$ cat config.mk
export PLATFORM = sky130hd
export DESIGN_NAME = fetch_queue_flat
export DESIGN_NICKNAME = d
export VERILOG_FILES = /design/src/rtl/fetch_queue_if.sv /design/src/rtl/fetch_queue.sv /design/src/flat_wrapper.sv
export SDC_FILE = /design/constraint.sdc
export NUM_CORES = 1
export LEC_CHECK = 0
export ABC_AREA = 1
export ABC_CLOCK_PERIOD_IN_PS = 7600
export CORE_ASPECT_RATIO = 0.7
export CORE_MARGIN = 4
export CORE_UTILIZATION = 65
export DETAILED_ROUTE_END_ITERATION = 10
export DONT_BUFFER_PORTS = 1
export PLACE_DENSITY = 0.88
export SLEW_MARGIN = 20
export SYNTH_ARGS = -nofsm -noshare
export SYNTH_HDL_FRONTEND = slang
export SYNTH_SLANG_ARGS = --single-unit
$ cat constraint.sdc
create_clock -name clk -period 7.6 [get_ports clk]
set_clock_uncertainty 0.05 [all_clocks]
set_input_delay 0.38 -clock clk [delete_from_list [all_inputs] [get_ports clk]]
set_output_delay 0.38 -clock clk [all_outputs]
set_load 0.1 [all_outputs]
$ cat src/rtl/fetch_queue_if.sv
// fetch_queue_if: bundles the fetch front-end's redirect, instruction-memory
// and decode-side signals.
//   master : the fetch queue (drives imem_addr, out_*, count[, perf_*])
//   slave  : the surrounding pipeline / memory model
// Ports inside the bundle:
//   redirect_valid/redirect_pc  EX-resolved control transfer and target
//   imem_addr/imem_rdata        combinational instruction memory read
//   out_valid/out_ready         decode handshake
//   out_pc/out_instr/out_pc_plus4  head entry presented to decode
//   count                       occupied FIFO entries
//   perf_fetched/perf_flushed   only when FETCH_PERF_EN is defined
interface fetch_queue_if #(
  parameter int DWIDTH = 32,
  parameter int DEPTH  = 4
);
  localparam int CW = $clog2(DEPTH) + 1;

  logic              redirect_valid;
  logic [DWIDTH-1:0] redirect_pc;
  logic [DWIDTH-1:0] imem_addr;
  logic [DWIDTH-1:0] imem_rdata;
  logic              out_valid;
  logic              out_ready;
  logic [DWIDTH-1:0] out_pc;
  logic [DWIDTH-1:0] out_instr;
  logic [DWIDTH-1:0] out_pc_plus4;
  logic [CW-1:0]     count;
`ifdef FETCH_PERF_EN
  logic [31:0]       perf_fetched;
  logic [31:0]       perf_flushed;

  modport master (
    input  redirect_valid, redirect_pc, imem_rdata, out_ready,
    output imem_addr, out_valid, out_pc, out_instr, out_pc_plus4, count,
    output perf_fetched, perf_flushed
  );
  modport slave (
    output redirect_valid, redirect_pc, imem_rdata, out_ready,
    input  imem_addr, out_valid, out_pc, out_instr, out_pc_plus4, count,
    input  perf_fetched, perf_flushed
  );
`else
  modport master (
    input  redirect_valid, redirect_pc, imem_rdata, out_ready,
    output imem_addr, out_valid, out_pc, out_instr, out_pc_plus4, count
  );
  modport slave (
    output redirect_valid, redirect_pc, imem_rdata, out_ready,
    input  imem_addr, out_valid, out_pc, out_instr, out_pc_plus4, count
  );
`endif
endinterface

$ cat src/rtl/fetch_queue.sv
// fetch_queue: instruction fetch front-end. Owns the fetch PC, reads the
// combinational instruction memory every cycle, buffers {pc, instr} pairs in
// a DEPTH-entry FIFO and hands them to decode over valid/ready. A redirect
// from EX flushes the FIFO and restarts fetch at the (word-aligned) target.
// Ports:
//   clk  clock
//   rst  synchronous active-high reset
//   bus  fetch_queue_if.master (redirect, imem, decode handshake, count)
// Optional: define FETCH_PERF_EN to add perf_fetched / perf_flushed
// saturating counters on the bus.
module fetch_queue #(
  parameter int                 DWIDTH   = 32,
  parameter int                 DEPTH    = 4,
  parameter logic [DWIDTH-1:0]  RESET_PC = '0
) (
  input  logic          clk,
  input  logic          rst,
  fetch_queue_if.master bus
);
  localparam int AW = $clog2(DEPTH);
  localparam int CW = AW + 1;
  localparam logic [CW-1:0] DEPTH_C = CW'(DEPTH);

  logic [DWIDTH-1:0] fetch_pc_q, fetch_pc_d;
  logic [AW-1:0]     rd_ptr_q, rd_ptr_d;
  logic [AW-1:0]     wr_ptr_q, wr_ptr_d;
  logic [CW-1:0]     count_q, count_d;

  // NOTE: FIFO storage is deliberately not reset; pointers and count alone
  // decide which entries are live, so stale contents are never observed.
  logic [DWIDTH-1:0] pc_mem    [DEPTH];
  logic [DWIDTH-1:0] instr_mem [DEPTH];

  logic out_valid;
  logic pop;
  logic push;

  // Redirect hides the head combinationally so no stale entry is accepted.
  assign out_valid = (count_q != '0) && !bus.redirect_valid;
  assign pop       = out_valid && bus.out_ready;
  // A pop frees a slot this same edge, so a full queue keeps fetching.
  assign push      = !bus.redirect_valid && ((count_q < DEPTH_C) || pop);

  assign bus.imem_addr    = fetch_pc_q;
  assign bus.out_valid    = out_valid;
  assign bus.out_pc       = out_valid ? pc_mem[rd_ptr_q] : '0;
  assign bus.out_instr    = out_valid ? instr_mem[rd_ptr_q] : '0;
  assign bus.out_pc_plus4 = out_valid ? pc_mem[rd_ptr_q] + DWIDTH'(4) : '0;
  assign bus.count        = count_q;

  always_comb begin
    // NOTE: every variable gets a default first so no path infers a latch.
    fetch_pc_d = fetch_pc_q;
    rd_ptr_d   = rd_ptr_q;
    wr_ptr_d   = wr_ptr_q;
    count_d    = count_q;
    if (bus.redirect_valid) begin
      fetch_pc_d = {bus.redirect_pc[DWIDTH-1:2], 2'b00};
      rd_ptr_d   = '0;
      wr_ptr_d   = '0;
      count_d    = '0;
    end else begin
      if (push) begin
        fetch_pc_d = fetch_pc_q + DWIDTH'(4);
        wr_ptr_d   = wr_ptr_q + AW'(1);
      end
      if (pop) begin
        rd_ptr_d = rd_ptr_q + AW'(1);
      end
      unique case ({push, pop})
        2'b10:   count_d = count_q + CW'(1);
        2'b01:   count_d = count_q - CW'(1);
        default: count_d = count_q;
      endcase
    end
  end

  // NOTE: sequential state uses non-blocking assignments so every register
  // samples the pre-edge values regardless of statement order.
  always_ff @(posedge clk) begin
    if (rst) begin
      fetch_pc_q <= RESET_PC;
      rd_ptr_q   <= '0;
      wr_ptr_q   <= '0;
      count_q    <= '0;
    end else begin
      fetch_pc_q <= fetch_pc_d;
      rd_ptr_q   <= rd_ptr_d;
      wr_ptr_q   <= wr_ptr_d;
      count_q    <= count_d;
    end
  end

  always_ff @(posedge clk) begin
    if (push) begin
      pc_mem[wr_ptr_q]    <= fetch_pc_q;
      instr_mem[wr_ptr_q] <= bus.imem_rdata;
    end
  end

`ifdef FETCH_PERF_EN
  logic [31:0] perf_fetched_q, perf_fetched_d;
  logic [31:0] perf_flushed_q, perf_flushed_d;
  logic [32:0] flush_sum;

  // One extra bit catches overflow so the counter saturates instead of wrapping.
  assign flush_sum = {1'b0, perf_flushed_q} + 33'(count_q);

  always_comb begin
    perf_fetched_d = perf_fetched_q;
    perf_flushed_d = perf_flushed_q;
    if (push && (perf_fetched_q != '1)) begin
      perf_fetched_d = perf_fetched_q + 32'd1;
    end
    if (bus.redirect_valid) begin
      perf_flushed_d = flush_sum[32] ? '1 : flush_sum[31:0];
    end
  end

  always_ff @(posedge clk) begin
    if (rst) begin
      perf_fetched_q <= '0;
      perf_flushed_q <= '0;
    end else begin
      perf_fetched_q <= perf_fetched_d;
      perf_flushed_q <= perf_flushed_d;
    end
  end

  assign bus.perf_fetched = perf_fetched_q;
  assign bus.perf_flushed = perf_flushed_q;
`endif

endmodule

$ cat src/flat_wrapper.sv
// flat-port wrapper written by rule: the top's interface ports become plain ports
module fetch_queue_flat 
#(
  parameter int                 DWIDTH   = 32,
  parameter int                 DEPTH    = 4,
  parameter logic [DWIDTH-1:0]  RESET_PC = '0
)
  (clk, rst, bus_redirect_valid, bus_redirect_pc, bus_imem_rdata, bus_out_ready, bus_imem_addr, bus_out_valid, bus_out_pc, bus_out_instr, bus_out_pc_plus4, bus_count);
  fetch_queue_if #(.DWIDTH(DWIDTH), .DEPTH(DEPTH)) bus_i ();
  input  logic clk;
  input  logic rst;
  input wire logic [$bits(bus_i.redirect_valid)-1:0] bus_redirect_valid;
  input wire logic [$bits(bus_i.redirect_pc)-1:0] bus_redirect_pc;
  input wire logic [$bits(bus_i.imem_rdata)-1:0] bus_imem_rdata;
  input wire logic [$bits(bus_i.out_ready)-1:0] bus_out_ready;
  output wire logic [$bits(bus_i.imem_addr)-1:0] bus_imem_addr;
  output wire logic [$bits(bus_i.out_valid)-1:0] bus_out_valid;
  output wire logic [$bits(bus_i.out_pc)-1:0] bus_out_pc;
  output wire logic [$bits(bus_i.out_instr)-1:0] bus_out_instr;
  output wire logic [$bits(bus_i.out_pc_plus4)-1:0] bus_out_pc_plus4;
  output wire logic [$bits(bus_i.count)-1:0] bus_count;
  assign bus_i.redirect_valid = bus_redirect_valid;
  assign bus_i.redirect_pc = bus_redirect_pc;
  assign bus_i.imem_rdata = bus_imem_rdata;
  assign bus_i.out_ready = bus_out_ready;
  assign bus_imem_addr = bus_i.imem_addr;
  assign bus_out_valid = bus_i.out_valid;
  assign bus_out_pc = bus_i.out_pc;
  assign bus_out_instr = bus_i.out_instr;
  assign bus_out_pc_plus4 = bus_i.out_pc_plus4;
  assign bus_count = bus_i.count;
  fetch_queue #(.DWIDTH(DWIDTH), .DEPTH(DEPTH), .RESET_PC(RESET_PC)) u_core (.clk(clk), .rst(rst), .bus(bus_i));
endmodule
==> impl_results.md, run 1 <==
* Initial cell density of the core at 66.1%
* Root buf cell: clkbuf_16
* Post-CTS Resized at 0
* Die area at about 24000 sq um
* # IOs at 200
* Reg2reg setup slack at between 2000 and 3000 ps
* Fmax at approximately 190 MHz
* Placed Instances at about 1800
* DRC at 0
* Multi-input logic area at ~5300 sq um
* Largest net degree at the start of global routing at 132
* Switch Pwr at 1040 uW
* Synth Register Bits at ~290
* Slew HR at 20.4%
* Hold bufs inserted after CTS at just over 40
* Depth of the worst hold-timing path at 2
* DR vias/cell at 5.97
* Synth area leader: edfxtp_1
* Fin area at 15800 sq um
* Most numerous cell in the Yosys netlist: nand2_1
* GPL Wtd Cong at 0.950
* Synth Area per Inst at between 9 and 10 sq um
* Number of fill cells at ~1400
* Setup Buffers After CTS at 0
* # clock sinks at about 290
* Startpoint Class: flop
* Switch share at between 20 and 30%
* Synth unique cells at 37
* Antenna Nets Post-Route at 0
* Critical Path Sink Type: primary output
* Seq/Total Area, Yosys at about 60%
* Fin util at 76.3%
* Final setup TNS at 0 ps
* Clock power share at 36.0%
* Initial antenna violation count at 1
* Post-synth EDFFs at roughly 250
* Max Root-Sink Buffers at 3
* Endpoints failing setup at 0
* Fin. Hold Viols at 0
* Core Area at ~21000 sq um
* Worst Hold Class: in2reg
* Pwr per Cell Area at ~230 nW/um^2
* Arrival time at the worst endpoint at roughly 5000 ps
* Port Buffers at 0
* Drt first pass iters at 8
* Critical Path RT at roughly 7200 ps
* N_diodes at 0
* Combinational share of power at between 10 and 15%
* Ys flop type: edfxtp_1
* Placed inst area at around 15000 sq um
* Vias in the first global route at a little over 10000
* Dpl hpwl at about 23000 um
* Row count at 44
* Synth area leaders: edfxtp_1 (54%), nand2_1 (12%), nor2_1 (7.5%)
* Yosys warning count at 0
* Post-synth top cells: nand2_1 (431), nor2_1 (273), edfxtp_1 (248)
* First-pass GRT wire length at between 50000 and 60000 um
* Slew Viols, Final at 0
* Tcrit/Tclk final at between 70% and 80%
* Post-Synthesis Cell Area at roughly 14000 sq um
* Top-area cell type share of the netlist area at 54.3%
* Setup CP Type: reg2out
* Total power at 3660 uW
* Count of max-cap constraint violations at 0
* P_int at roughly 2600 uW
* Measured slew at the worst slew-check pin at 1200 ps
* Min cycle time layout at 5360 ps
* Critical path fanouts, max at 44
* Peak supply drop at ~0.2 mV
* CTS buffer count at 27
* Instance count of the mapped netlist at around 1500
* Leakage power at approximately 0.0059 uW
* CTS clk-pin slew, worst paths at roughly 70 ps
* Clock Latency Late Sink at 540 ps
* Layout cells sized above 1 at roughly an eighth
* RSZ-0062 raised after global routing: no
* GRT overflow at 0
* Total Wirelength at about 37000 um
* Storage cell area at 8230 sq um
* Vias at 11100
* Die Span X at roughly 180 um
* Routed length per instance at roughly 20 um
* Async S/R FF share, synth at 0%
* Layout Area Growth over Synthesis at 15.6%
* Final net count at 1641
* CTS H-tree lvls at 1
* Total track usage at 30.4%
* CTS tree: yes
* Worst reg2reg path depth at 8
* Status: finished, final reports clean
* Reg power frac at between 40% and 50%
* Iter 0 DRT Violations at between 1000 and 1500
* Die Height at between 100 and 150 um
* Finished Layout Cells at roughly 1900
==> registers in the layout, indices dropped and copies added, names as in the netlist, named ones only <==
register	count
u_core.bus.count	3
u_core.wr_ptr_q	2
u_core.bus.imem_addr	30
u_core.instr_mem	128
u_core.rd_ptr_q	2
u_core.pc_mem	120
==> critical path, cell delays in order, from the launching register on <==
cell and delay (ps):
dfxtp_2 570, inv_2 790, buf_4 570, nand2_1 110
nand2_1 170, ha_1 220, nand3_1 120, nor2_2 230
nand2_2 180, nor2_2 330, o21ai_0 150, nor2_2 880
==> metal layers <==
| layer | vias to the layer above | wire length (um) | part of all wire [%] | track usage, % |
|---|---|---|---|---|
| met2 | 689 | 16400 | 45 | 46.5 |
| met4 | 0 | 875 | 2.4 | 7.98 |
| met3 | 66 | 4850 | 13 | 9.68 |
| met5 | - | 0 | 0 | 0 |
| li1 | 5154 | - | - | - |
| met1 | 5204 | 14600 | 40 | 42.8 |
==> metrics by stage <==
stage	setup slack, ps	hold WS (ps)
floorplan	2460	386
global placement	2780	400
detailed placement	2750	403
CTS	2400	1.01
global route	2070	21.2
finish	2240	9.63
==> logic make-up after synthesis <==
group / count (synthesis) / share of synthesized area (%)
AO/OA/AOI/OAI: 210 / 8.18
XOR/XNOR: 13 / 0.831
adder cells (fa/ha/maj): 8 / 0.785
buffers and inverters: 157 / 5.38
flip-flops: 287 / 60.0
other: 1 / 0.0274
AND/OR/NAND/NOR: 843 / 24.8
==> area by class of cell <==
type / instances / share of cell area (%)
clock buffer: 37 / 4.69
clock inverter: 13 / 0.750
inverter: 84 / 2.04
multi-input combinational: 1080 / 33.4
sequential: 287 / 52.0
tap: 276 / 2.18
timing repair buffer: 85 / 4.93
==> power groups by stage <==
| stage | logic [uW] | clock network (uW) | registers (uW) |
|---|---|---|---|
| 5_1_grt | 567 | 1400 | 1810 |
| 4_1_cts | 526 | 1320 | 1800 |
| 3_3_place_gp | 481 | 0 | 1830 |
| 2_1_floorplan | 313 | 0 | 1910 |
| 6_report | 536 | 1320 | 1810 |
| 3_5_place_dp | 499 | 0 | 1840 |
==> layout by cell type, fill, tap and decap left out, drive strengths merged <==
master | Yosys | layout
nand3b | 1 | 1
clkinvlp | 0 | 2
dlygate4sd3 | 0 | 41
dfxtp | 39 | 39
a32o | 1 | 1
a31oi | 7 | 7
clkinv | 0 | 8
clkbuf | 23 | 37
bufinv | 0 | 2
or2 | 4 | 4
conb | 1 | 6
ha | 7 | 7
a21oi | 81 | 81
o211ai | 3 | 3
nand2 | 437 | 437
a21o | 1 | 1
o21ai | 103 | 103
nand3 | 94 | 94
nand4 | 5 | 5
nor2 | 284 | 284
inv | 84 | 85
nor3 | 18 | 18
a22oi | 9 | 9
edfxtp | 248 | 248
fa | 1 | 1
xnor2 | 5 | 5
buf | 50 | 44
a211oi | 1 | 1
o21bai | 4 | 4
xor2 | 8 | 8
==> path summary, 6_finish.rpt <==
check,to,start
hold reg to reg,flop,u_core.rd_ptr_q[1]$_SDFFE_PP0P_
setup / recovery,bus_out_pc_plus4[16],flop
hold / removal,u_core.bus.imem_addr[5]$_SDFFE_PP0P_,bus_redirect_pc[5]
setup reg to reg,u_core.pc_mem[0][28]$_DFFE_PP_,u_core.bus.count[2]$_SDFFE_PP0P_
No activity file was read; power rests on OpenSTA's default activity.
==> run 2: changes to the inputs <==
ABC_CLOCK_PERIOD_IN_PS = 4700   (was 7600)
CORE_UTILIZATION = 58   (was 65)
PLACE_DENSITY = 0.83   (was 0.88)
clock period = 4.7 ns   (was 7.6 ns; I/O delays follow)
==> impl_results.md, run 2 (same netlist as run 1, synthesis figures left out) <==
* Endpoints failing setup at 0
* Status: finished, final reports clean
* Reg2reg setup slack at around 1200 ps
* Pwr per Cell Area at ~360 nW/um^2
* Final net count at 1754
* Die Height at 137 um
* Initial antenna violation count at 1
* DR vias/cell at 5.67
* Critical Path Sink Type: primary output
* CTS clk-pin slew, worst paths at ~60 ps
* Max Root-Sink Buffers at 3
* Arrival time at the worst endpoint at between 3000 and 4000 ps
* Critical path fanouts, max at 131
* Hold Startpoint: bus_redirect_pc[29]
* Setup Buffers After CTS at 0
* Combinational share of power at ~15%
* Clock Latency Late Sink at between 500 and 600 ps
* Vias in the first global route at between 10000 and 15000
* Core Area at approximately 23000 sq um
* Most frequent cells in the layout: nand2_1 (430), edfxtp_1 (248), nor2_1 (220)
* CTS tree: yes
* Layout cells sized above 1 at 17.6%
* Depth of the worst hold-timing path at 4
* First-pass GRT wire length at roughly 56000 um
* Leakage power at between 0.006 and 0.007 uW
* Max reg flops at 128
* Clock power share at 36.5%
* Slowest stage cell, crit path: dfxtp_4
* Vias at approximately 11000
* Row count at 46
* Setup CP Type: reg2out
* Measured slew at the worst slew-check pin at between 1000 and 1500 ps
* # clock sinks at between 200 and 300
* Startpoint Class: flop
* Critical path's largest stage delay at between 800 and 900 ps
* GRT overflow at 0
* Final setup TNS at 0 ps
* Crit path cell chain: inv_8, nand2_1, o211ai_1, nand2_1, ha_1, nand3_1, nor2_2, nand2_2, nor2_2, o21ai_0, nor2_2, buf_4
* Count of max-cap constraint violations at 0
* Place WS at between 1000 and 1500 ps
* Fin util at between 70% and 80%
* Switch Pwr at 1690 uW
* Total power at just over 6000 uW
* Die area at between 20000 and 30000 sq um
* Setup slack after layout at ~480 ps
* Dpl hpwl at ~24000 um
* Drt first pass iters at 6
* Worst Hold Class: in2reg
* # IOs at 200
* Fin. Hold Viols at 0
* Min cycle time layout at between 4000 and 5000 ps
* Total track usage at ~28%
* Tcrit/Tclk final at between 80% and 90%
* Reg power frac at roughly half
* Antenna Nets Post-Route at 0
* Switch share at around 28%
* Slew HR at 24.7%
* Layout Area Growth over Synthesis at 21.6%
* Most common cell after layout, fill and taps aside: nand2_1
* Hold-critical path endpoint: u_core.bus.imem_addr[29]$_SDFFE_PP0P_
* Critical Path RT at roughly 4400 ps
* R2r endpoint: u_core.bus.imem_addr[31]$_SDFFE_PP0P_
* Port Buffers at 0
* Routed length per instance at about 19 um
* Finished Layout Cells at 2011
* GPL Wtd Cong at approximately 0.95
* Iter 0 DRT Violations at 1324
* CTS H-tree lvls at 1
* CTS buffer count at 28
* Die Span X at around 190 um
* Placed Instances at 1897
* Most flops, register: u_core.instr_mem
* Worst r2r src: u_core.bus.count[2]$_SDFFE_PP0P_
* Initial cell density of the core at between 50 and 60%
* Slew Viols, Final at 0
* Total Wirelength at approximately 37000 um
* Worst reg2reg path depth at 10
* Peak supply drop at ~0.34 mV
* RSZ-0062 raised after global routing: no
* P_int at approximately 4300 uW
* Fmax at about 240 MHz
* Root buf cell: clkbuf_16
* Largest net degree at the start of global routing at ~130
* Most common cell on crit path: nor2_2
* DRC at 0
-- run 2: cell type report --
cell class                      instances  area, sq um
Antenna cell                            1         2.50
Clock buffer                           32          737
Clock inverter                         18          170
Fill cell                            1577         6290
Inverter                               84          323
Multi-Input combinational cell       1080         5090
Sequential cell                       287         8230
Tap cell                              312          390
Timing Repair Buffer                  197         1730
-- run 2: repair_timing --
item / in CTS / in global routing
endpoints found under the hold margin: 167 / 0
hold buffers: 63 / 0
gates resized for setup: 0 / 0
-- run 2: metal layers --
| metal | track usage (%) | vias to the layer above | wire length [um] |
|---|---|---|---|
| met4 | 5.62 | 0 | 552 |
| met2 | 42.9 | 617 | 16600 |
| met3 | 5.76 | 52 | 4570 |
| met5 | 0 | - | 0 |
| met1 | 41.4 | 5335 | 15800 |
| li1 | - | 5392 | - |
-- run 2: power by group through the flow --
stage	Combinational, uW	Sequential (uW)	Clock [uW]
final	924	2910	2200
after floorplan	506	3090	0
after global routing	975	2920	2340
after detailed placement	850	2970	0
after global placement	837	2960	0
after CTS	912	2910	2220
-- run 2: worst max-delay path: cells and delay by family, from the launching register on --
family / cells / cell delay (ps)
flip-flops: 1 / 880
AO/OA/AOI/OAI: 2 / 260
adder cells (fa/ha/maj): 1 / 210
AND/OR/NAND/NOR: 7 / 1230
buffers and inverters: 2 / 690
-- run 2: worst max-delay path by stage --
| stage | depth (start not counted) | from | slack (ps) | to |
|---|---|---|---|---|
| after floorplan | 7 | u_core.bus.count[2]$_SDFFE_PP0P_ | -440 | u_core.instr_mem[0][0]$_DFFE_PP_ |
| after global placement | 8 | flop | 1200 | bus_out_pc_plus4[6] |
| after detailed placement | 8 | flop | 1090 | bus_out_pc_plus4[6] |
| after CTS | 8 | flop | 530 | bus_out_pc_plus4[6] |
| after global routing | 14 | flop | 130 | bus_out_pc_plus4[24] |
| final | 12 | flop | 480 | bus_out_pc_plus4[16] |
-- run 2: through the flow --
step | hold WS [ps] | cell area (sq um)
global placement | 256 | 15100
floorplan | 284 | 13700
detailed placement | 258 | 15100
CTS | 18.0 | 16700
finish | 49.7 | 16700
global route | 67.3 | 16700
